**src/rtl/lsu_pkg.sv**
```systemverilog
// Shared size codes, FSM state type and access legality check for the load/store unit.
package lsu_pkg;

    localparam int unsigned XLEN = 32;
    localparam int unsigned SZW  = 3;

    localparam logic [SZW-1:0] SIZE_B  = 3'd0;
    localparam logic [SZW-1:0] SIZE_H  = 3'd1;
    localparam logic [SZW-1:0] SIZE_W  = 3'd2;
    localparam logic [SZW-1:0] SIZE_BU = 3'd4;
    localparam logic [SZW-1:0] SIZE_HU = 3'd5;

    typedef enum logic [1:0] {
        ST_IDLE      = 2'd0,
        ST_LOAD_DATA = 2'd1,
        ST_RMW_MERGE = 2'd2
    } state_e;

    // True when the access uses an undefined size, an unsigned store, or is misaligned.
    function automatic logic access_bad(input logic we, input logic [SZW-1:0] size,
                                        input logic [1:0] addr_lo);
        logic bad;
        bad = 1'b0;
        case (size)
            SIZE_B:  bad = 1'b0;
            SIZE_BU: bad = we;
            SIZE_H:  bad = addr_lo[0];
            SIZE_HU: bad = we | addr_lo[0];
            SIZE_W:  bad = |addr_lo;
            default: bad = 1'b1;
        endcase
        return bad;
    endfunction

endpackage

```
**src/rtl/lsu_byte_lane.sv**
```systemverilog
// Byte-lane steering: load extraction/extension and sub-word store merge.
module lsu_byte_lane
    import lsu_pkg::*;
(
    input  logic [SZW-1:0]  size,
    input  logic [1:0]      addr_lo,
    input  logic [XLEN-1:0] rd_word,
    input  logic [15:0]     wd,
    output logic [XLEN-1:0] load_data,
    output logic [XLEN-1:0] merge_data
);

    logic [7:0]  byte_sel;
    logic [15:0] half_sel;

    // Pick the addressed lane and extend it to a full word.
    always_comb begin
        byte_sel  = rd_word[{addr_lo, 3'b000} +: 8];
        half_sel  = addr_lo[1] ? rd_word[31:16] : rd_word[15:0];
        load_data = rd_word;
        case (size)
            SIZE_B:  load_data = {{24{byte_sel[7]}}, byte_sel};
            SIZE_BU: load_data = {24'd0, byte_sel};
            SIZE_H:  load_data = {{16{half_sel[15]}}, half_sel};
            SIZE_HU: load_data = {16'd0, half_sel};
            default: load_data = rd_word;
        endcase
    end

    // Replace the addressed byte or half of the old word with the store data.
    always_comb begin
        merge_data = rd_word;
        if (size == SIZE_B) begin
            merge_data[{addr_lo, 3'b000} +: 8] = wd[7:0];
        end else begin
            merge_data[{addr_lo[1], 4'b0000} +: 16] = wd;
        end
    end

endmodule

```
**src/rtl/load_store_unit.sv**
```systemverilog
// Load/store unit: sized loads with extension, single-cycle word stores,
// read-modify-write for byte/half stores against a sync-read data memory.
module load_store_unit
    import lsu_pkg::*;
(
    input  logic            clk_i,
    input  logic            rst_i,
    input  logic            core_req_i,
    input  logic            core_we_i,
    input  logic [SZW-1:0]  core_size_i,
    input  logic [XLEN-1:0] core_addr_i,
    input  logic [XLEN-1:0] core_wd_i,
    output logic [XLEN-1:0] core_rd_o,
    output logic            core_stall_o,
    output logic            core_err_o,
    output logic            mem_req_o,
    output logic            mem_we_o,
    output logic [XLEN-1:0] mem_addr_o,
    output logic [XLEN-1:0] mem_wd_o,
    input  logic [XLEN-1:0] mem_rd_i
);

    state_e          state_q, state_d;
    logic [XLEN-1:0] addr_q;
    logic [SZW-1:0]  size_q;
    logic [15:0]     wd_q;
    logic [XLEN-1:0] last_rd_q;
    logic            latch_en;
    logic            capture;
    logic [XLEN-1:0] load_data;
    logic [XLEN-1:0] merge_data;

    lsu_byte_lane u_lane (
        .size       (size_q),
        .addr_lo    (addr_q[1:0]),
        .rd_word    (mem_rd_i),
        .wd         (wd_q),
        .load_data  (load_data),
        .merge_data (merge_data)
    );

    // Word-aligned address: live from the core when idle, latched during a transaction.
    assign mem_addr_o = (state_q == ST_IDLE) ? {core_addr_i[31:2], 2'b00}
                                             : {addr_q[31:2], 2'b00};

    // State, request latches and last load result.
    always_ff @(posedge clk_i) begin
        if (rst_i) begin
            state_q   <= ST_IDLE;
            addr_q    <= '0;
            size_q    <= SIZE_B;
            wd_q      <= '0;
            last_rd_q <= '0;
        end else begin
            state_q <= state_d;
            if (latch_en) begin
                addr_q <= core_addr_i;
                size_q <= core_size_i;
                wd_q   <= core_wd_i[15:0];
            end
            if (capture) begin
                last_rd_q <= load_data;
            end
        end
    end

    // Next state and memory/core handshake outputs.
    always_comb begin
        state_d      = state_q;
        latch_en     = 1'b0;
        capture      = 1'b0;
        mem_req_o    = 1'b0;
        mem_we_o     = 1'b0;
        mem_wd_o     = '0;
        core_stall_o = 1'b0;
        core_err_o   = 1'b0;
        core_rd_o    = last_rd_q;

        case (state_q)
            ST_IDLE: begin
                if (core_req_i) begin
                    if (access_bad(core_we_i, core_size_i, core_addr_i[1:0])) begin
                        core_err_o = 1'b1;
                    end else begin
                        latch_en  = 1'b1;
                        mem_req_o = 1'b1;
                        if (core_we_i && core_size_i == SIZE_W) begin
                            mem_we_o = 1'b1;
                            mem_wd_o = core_wd_i;
                        end else if (core_we_i) begin
                            core_stall_o = 1'b1;
                            state_d      = ST_RMW_MERGE;
                        end else begin
                            core_stall_o = 1'b1;
                            state_d      = ST_LOAD_DATA;
                        end
                    end
                end
            end
            ST_LOAD_DATA: begin
                core_rd_o = load_data;
                capture   = 1'b1;
                state_d   = ST_IDLE;
            end
            ST_RMW_MERGE: begin
                mem_req_o = 1'b1;
                mem_we_o  = 1'b1;
                mem_wd_o  = merge_data;
                state_d   = ST_IDLE;
            end
            default: state_d = ST_IDLE;
        endcase

        // Reset aborts any transaction in flight: no write, no captured result.
        if (rst_i) begin
            latch_en     = 1'b0;
            capture      = 1'b0;
            mem_req_o    = 1'b0;
            mem_we_o     = 1'b0;
            core_stall_o = 1'b0;
            core_err_o   = 1'b0;
        end
    end

endmodule

```
**config.mk**
```make
export PLATFORM = sky130hd
export DESIGN_NAME = load_store_unit
export DESIGN_NICKNAME = d
export VERILOG_FILES = /design/src/rtl/lsu_pkg.sv /design/src/rtl/lsu_byte_lane.sv /design/src/rtl/load_store_unit.sv
export SDC_FILE = /design/constraint.sdc
export NUM_CORES = 1
export LEC_CHECK = 0
export ABC_AREA = 1
export CAP_MARGIN = 30
export CORE_UTILIZATION = 25
export DETAILED_ROUTE_END_ITERATION = 16
export PLACE_DENSITY = 0.5
export SYNTH_ARGS = -nofsm -noshare
export SYNTH_HDL_FRONTEND = slang
export SYNTH_SLANG_ARGS = --single-unit
```
**constraint.sdc**
```tcl
create_clock -name clk_i -period 2.8 [get_ports clk_i]
set_clock_uncertainty 0.1 [all_clocks]
set_input_delay 0.56 -clock clk_i [delete_from_list [all_inputs] [get_ports clk_i]]
set_output_delay 0.56 -clock clk_i [all_outputs]
set_load 0.05 [all_outputs]
```
==> run_results.csv <==
group,metric,value,unit
timing,slew_headroom,0.615,
synth,synth_common_cells,"nand2_1, nand3_1, dfxtp_1",
floorplan,ioPinCount,203,
synth,yosys-top-cells-area,"dfxtp_1, nand2_1, nand3_1",
worst_setup_path,regToRegSetupSlack,1.04,ns
synth,ys.flop_type,"dfxtp_1",
timing,min_period_over_period,0.980,
worst_setup_path,critPathLaunchType,"input port",
floorplan,die_width,154,um
synth,syn_area_per_cell,5.86,um2
worst_hold_path,whs_path_depth,2,
global_route,grt_max_degree,52,
synth,syn_area,5760,um2
synth,netlist.area_leader.share,0.296,
place,port_buffers,200,
drt,wl_per_cell,16.6,um
place,gp_congestion,0.946,
cells_and_area,syn_to_final_growth,71.5,%
clock_network,root_buffer,"clkbuf_16",
worst_setup_path,crit_arrival,2.08,ns
floorplan,die_y,154,um
drt,drt-initial-drc-count,528,
worst_setup_path,cp_slowest_cell,"clkdlybuf4s50_1",
worst_hold_path,hold_end,"size_q[2]$_SDFFE_PP0P_",
cells_and_area,finalCoreUtilization,0.436,
floorplan,coreArea,22600,um2
worst_setup_path,timing_worst_setup_path_type,"input port to primary output",
synth,yosys.area.top_type,"dfxtp_1",
clock_network,clkSinkCount,85,
global_route,antenna_found_initial,1,
drt,dr.pass1.iters,5,
synth,yosysWarningCount,0,
global_route,grt_pass1_vias,6634,
synth,ys_types,28,
timing,whs,0.371,ns
clock_network,clk_pin_slew,0.07,ns
timing,hold_viol_final,0,
drt,vias_per_cell,4.81,
cells_and_area,drive_gt1_frac,0.242,
synth,synth_async_sr_flop_share,0,
timing,clock.fmax,0.364,GHz
floorplan,die-area,23600,um2
worst_setup_path,reg2reg_from,"state_q[1]$_SDFFE_PP0P_",
clock_network,htree_levels,3,
cells_and_area,final_area,9880,um2
worst_setup_path,worst_setup_path_end_kind,"primary output",
synth,synth_edf_count,0,
worst_setup_path,r2r_cells,8,
drt,met2WireLength,11000,um
global_route,grt_first_pass_wirelength,37400,um
worst_setup_path,worstPathCellList,"clkdlybuf4s50_1, inv_1, nor2_2, nand2_2, nor2_4, buf_12, clkbuf_16, nand2_1, nand2_2, buf_12",
drt,wirelength,24500,um
worst_setup_path,r2r_end,"addr_q[23]$_SDFFE_PP0P_",
clock_network,holdBufCountCts,0,
worst_setup_path,crit_buf_inv,5,
global_route,grt-ovfl-total,0,
worst_hold_path,hold_start,"size_q[2]$_SDFFE_PP0P_",
run_status,status,"completed",
global_route,grt_usage,0.205,
floorplan,placementRows,55,
timing,period_needed,2.74,ns
clock_network,cts_buffer_depth,2,
worst_setup_path,cp_max_fo,7,
cells_and_area,num_antenna_cells,0,
timing,maxSlewViolCount,0,
place,pre_cts_ws,-0.0410,ns
synth,synth_seq_cells,85,
worst_setup_path,cp_top_family,"buffers and inverters",
timing,layout_setup_ws,0.0560,ns
drt,top_layer,"met5",
worst_setup_path,crit_required,2.14,ns
synth,yosysMostFrequentCell,"nand2_1",
drt,vias,7106,
floorplan,start_util,0.254,
drt,drc,0,
synth,seq_area_frac_synth,0.296,
power,peakVddDrop,0.266,mV
timing,setup_viol,0,
power,cellPowerDensity,408,nW/um2
worst_hold_path,hold_path.class,"register to register",
run,drv_cap,0,
place,place_hpwl,17900,um
drt,m1WireLength,10800,um
synth,synthCells,983,
drt,final_antenna_net_count,0,
timing,worst_slew_pin_slew,0.578,ns
power,leakagePower,4.61,nW
clock_network,cts_tree,"built",
cells_and_area,final_nets,1295,
clock_network,clock_latency,0.35,ns
clock_network,cts_buffers,9,
drt,wl_met3,2000,um
place,post_dp_cell_area,9110,um2
worst_setup_path,max_stage_delay,0.49,ns
-- cells by family (layout without fill, tap and decap cells) --
group,after synthesis,after routing,share of synthesized area
buffers and inverters,146,354,0.110
other,1,2,0.000651
AO/OA/AOI/OAI,120,120,0.127
adder cells (fa/ha/maj),5,5,0.0109
flip-flops,85,85,0.296
AND/OR/NAND/NOR,626,626,0.457
-- layout by cell type (no fill, tap or decap), types with 3 or more instances in the layout --
| cell | synthesis | final |
|---|---|---|
| dlymetal6s2s_1 | 0 | 9 |
| bufinv_16 | 0 | 4 |
| o211ai_1 | 11 | 11 |
| o221ai_1 | 24 | 24 |
| inv_1 | 75 | 58 |
| nor2_1 | 50 | 46 |
| a21oi_1 | 58 | 58 |
| nand3_2 | 2 | 5 |
| buf_6 | 5 | 5 |
| clkdlybuf4s50_1 | 0 | 93 |
| nand2_1 | 406 | 350 |
| buf_4 | 7 | 51 |
| nand2_2 | 3 | 59 |
| dfxtp_1 | 85 | 83 |
| inv_2 | 3 | 16 |
| nand4_1 | 9 | 9 |
| clkbuf_16 | 0 | 11 |
| o21ai_0 | 25 | 24 |
| nor2_2 | 0 | 4 |
| buf_12 | 0 | 100 |
| or2_2 | 19 | 19 |
| ha_1 | 5 | 3 |
| nand3_1 | 131 | 128 |
-- state kept, by name, summed over array words and instances, names as in the netlist --
register and count:
addr_q 32, last_rd_q 32, size_q 3, state_q 2, wd_q 16
-- what timing repair did --
action,4_1_cts,5_1_grt
setup endpoints to repair,38,63
gates cloned,0,3
gates resized for setup,32,65
pin swaps,0,18
setup buffers,3,8
hold endpoints to repair,0,0
-- metrics by stage --
stage               std cells  power (W)  setup TNS, ns
finish                   1477    0.00403              0
global route             1477    0.00422        -0.0140
CTS                      1466    0.00404         -0.683
detailed placement       1447    0.00251         -0.859
global placement         1447    0.00251        -0.0840
floorplan                 984    0.00191              0
-- metal layers --
metal  vias up  track usage
met3        33       0.0530
met5         -            0
li1       3567            -
met2       269        0.321
met1      3235        0.272
met4         2       0.0676
-- worst reg2reg max path, stage by stage, from the launching register on --
cell and delay [ns]:
dfxtp_1 0.35, inv_1 0.07, nand2_1 0.12, nor2_2 0.07
nand2_2 0.10, buf_4 0.11, buf_4 0.45, o21ai_0 0.19
nor2_1 0.13
-- worst max-delay path by stage --
stage	start	endpoint	slack, ns	cells past startpoint
floorplan	addr_q[1]$_SDFFE_PP0P_	mem_wd_o[16]	0.02	10
global placement	core_addr_i[0]	mem_wd_o[24]	-0.01	9
detailed placement	core_addr_i[0]	mem_wd_o[29]	-0.04	9
CTS	core_addr_i[0]	mem_wd_o[29]	-0.04	9
global route	addr_q[0]$_SDFFE_PP0P_	mem_wd_o[0]	-0.007	9
finish	core_req_i	mem_wd_o[23]	0.06	10
-- cell type report --
cell class | count | area, um2
clock buffer | 10 | 229
sequential | 85 | 1700
tap | 285 | 357
inverter | 78 | 304
clock inverter | 6 | 134
fill | 2304 | 12800
timing repair buffer | 260 | 3530
multi-input combinational | 753 | 3610
-- where the power goes --
group	internal [W]	leakage (nW)	switching [W]
Combinational	0.000548	3.74	0.000694
Sequential	0.00125	0.691	0.0000300
Clock	0.000965	0.177	0.000540
Power figures use the tool's default switching activity.
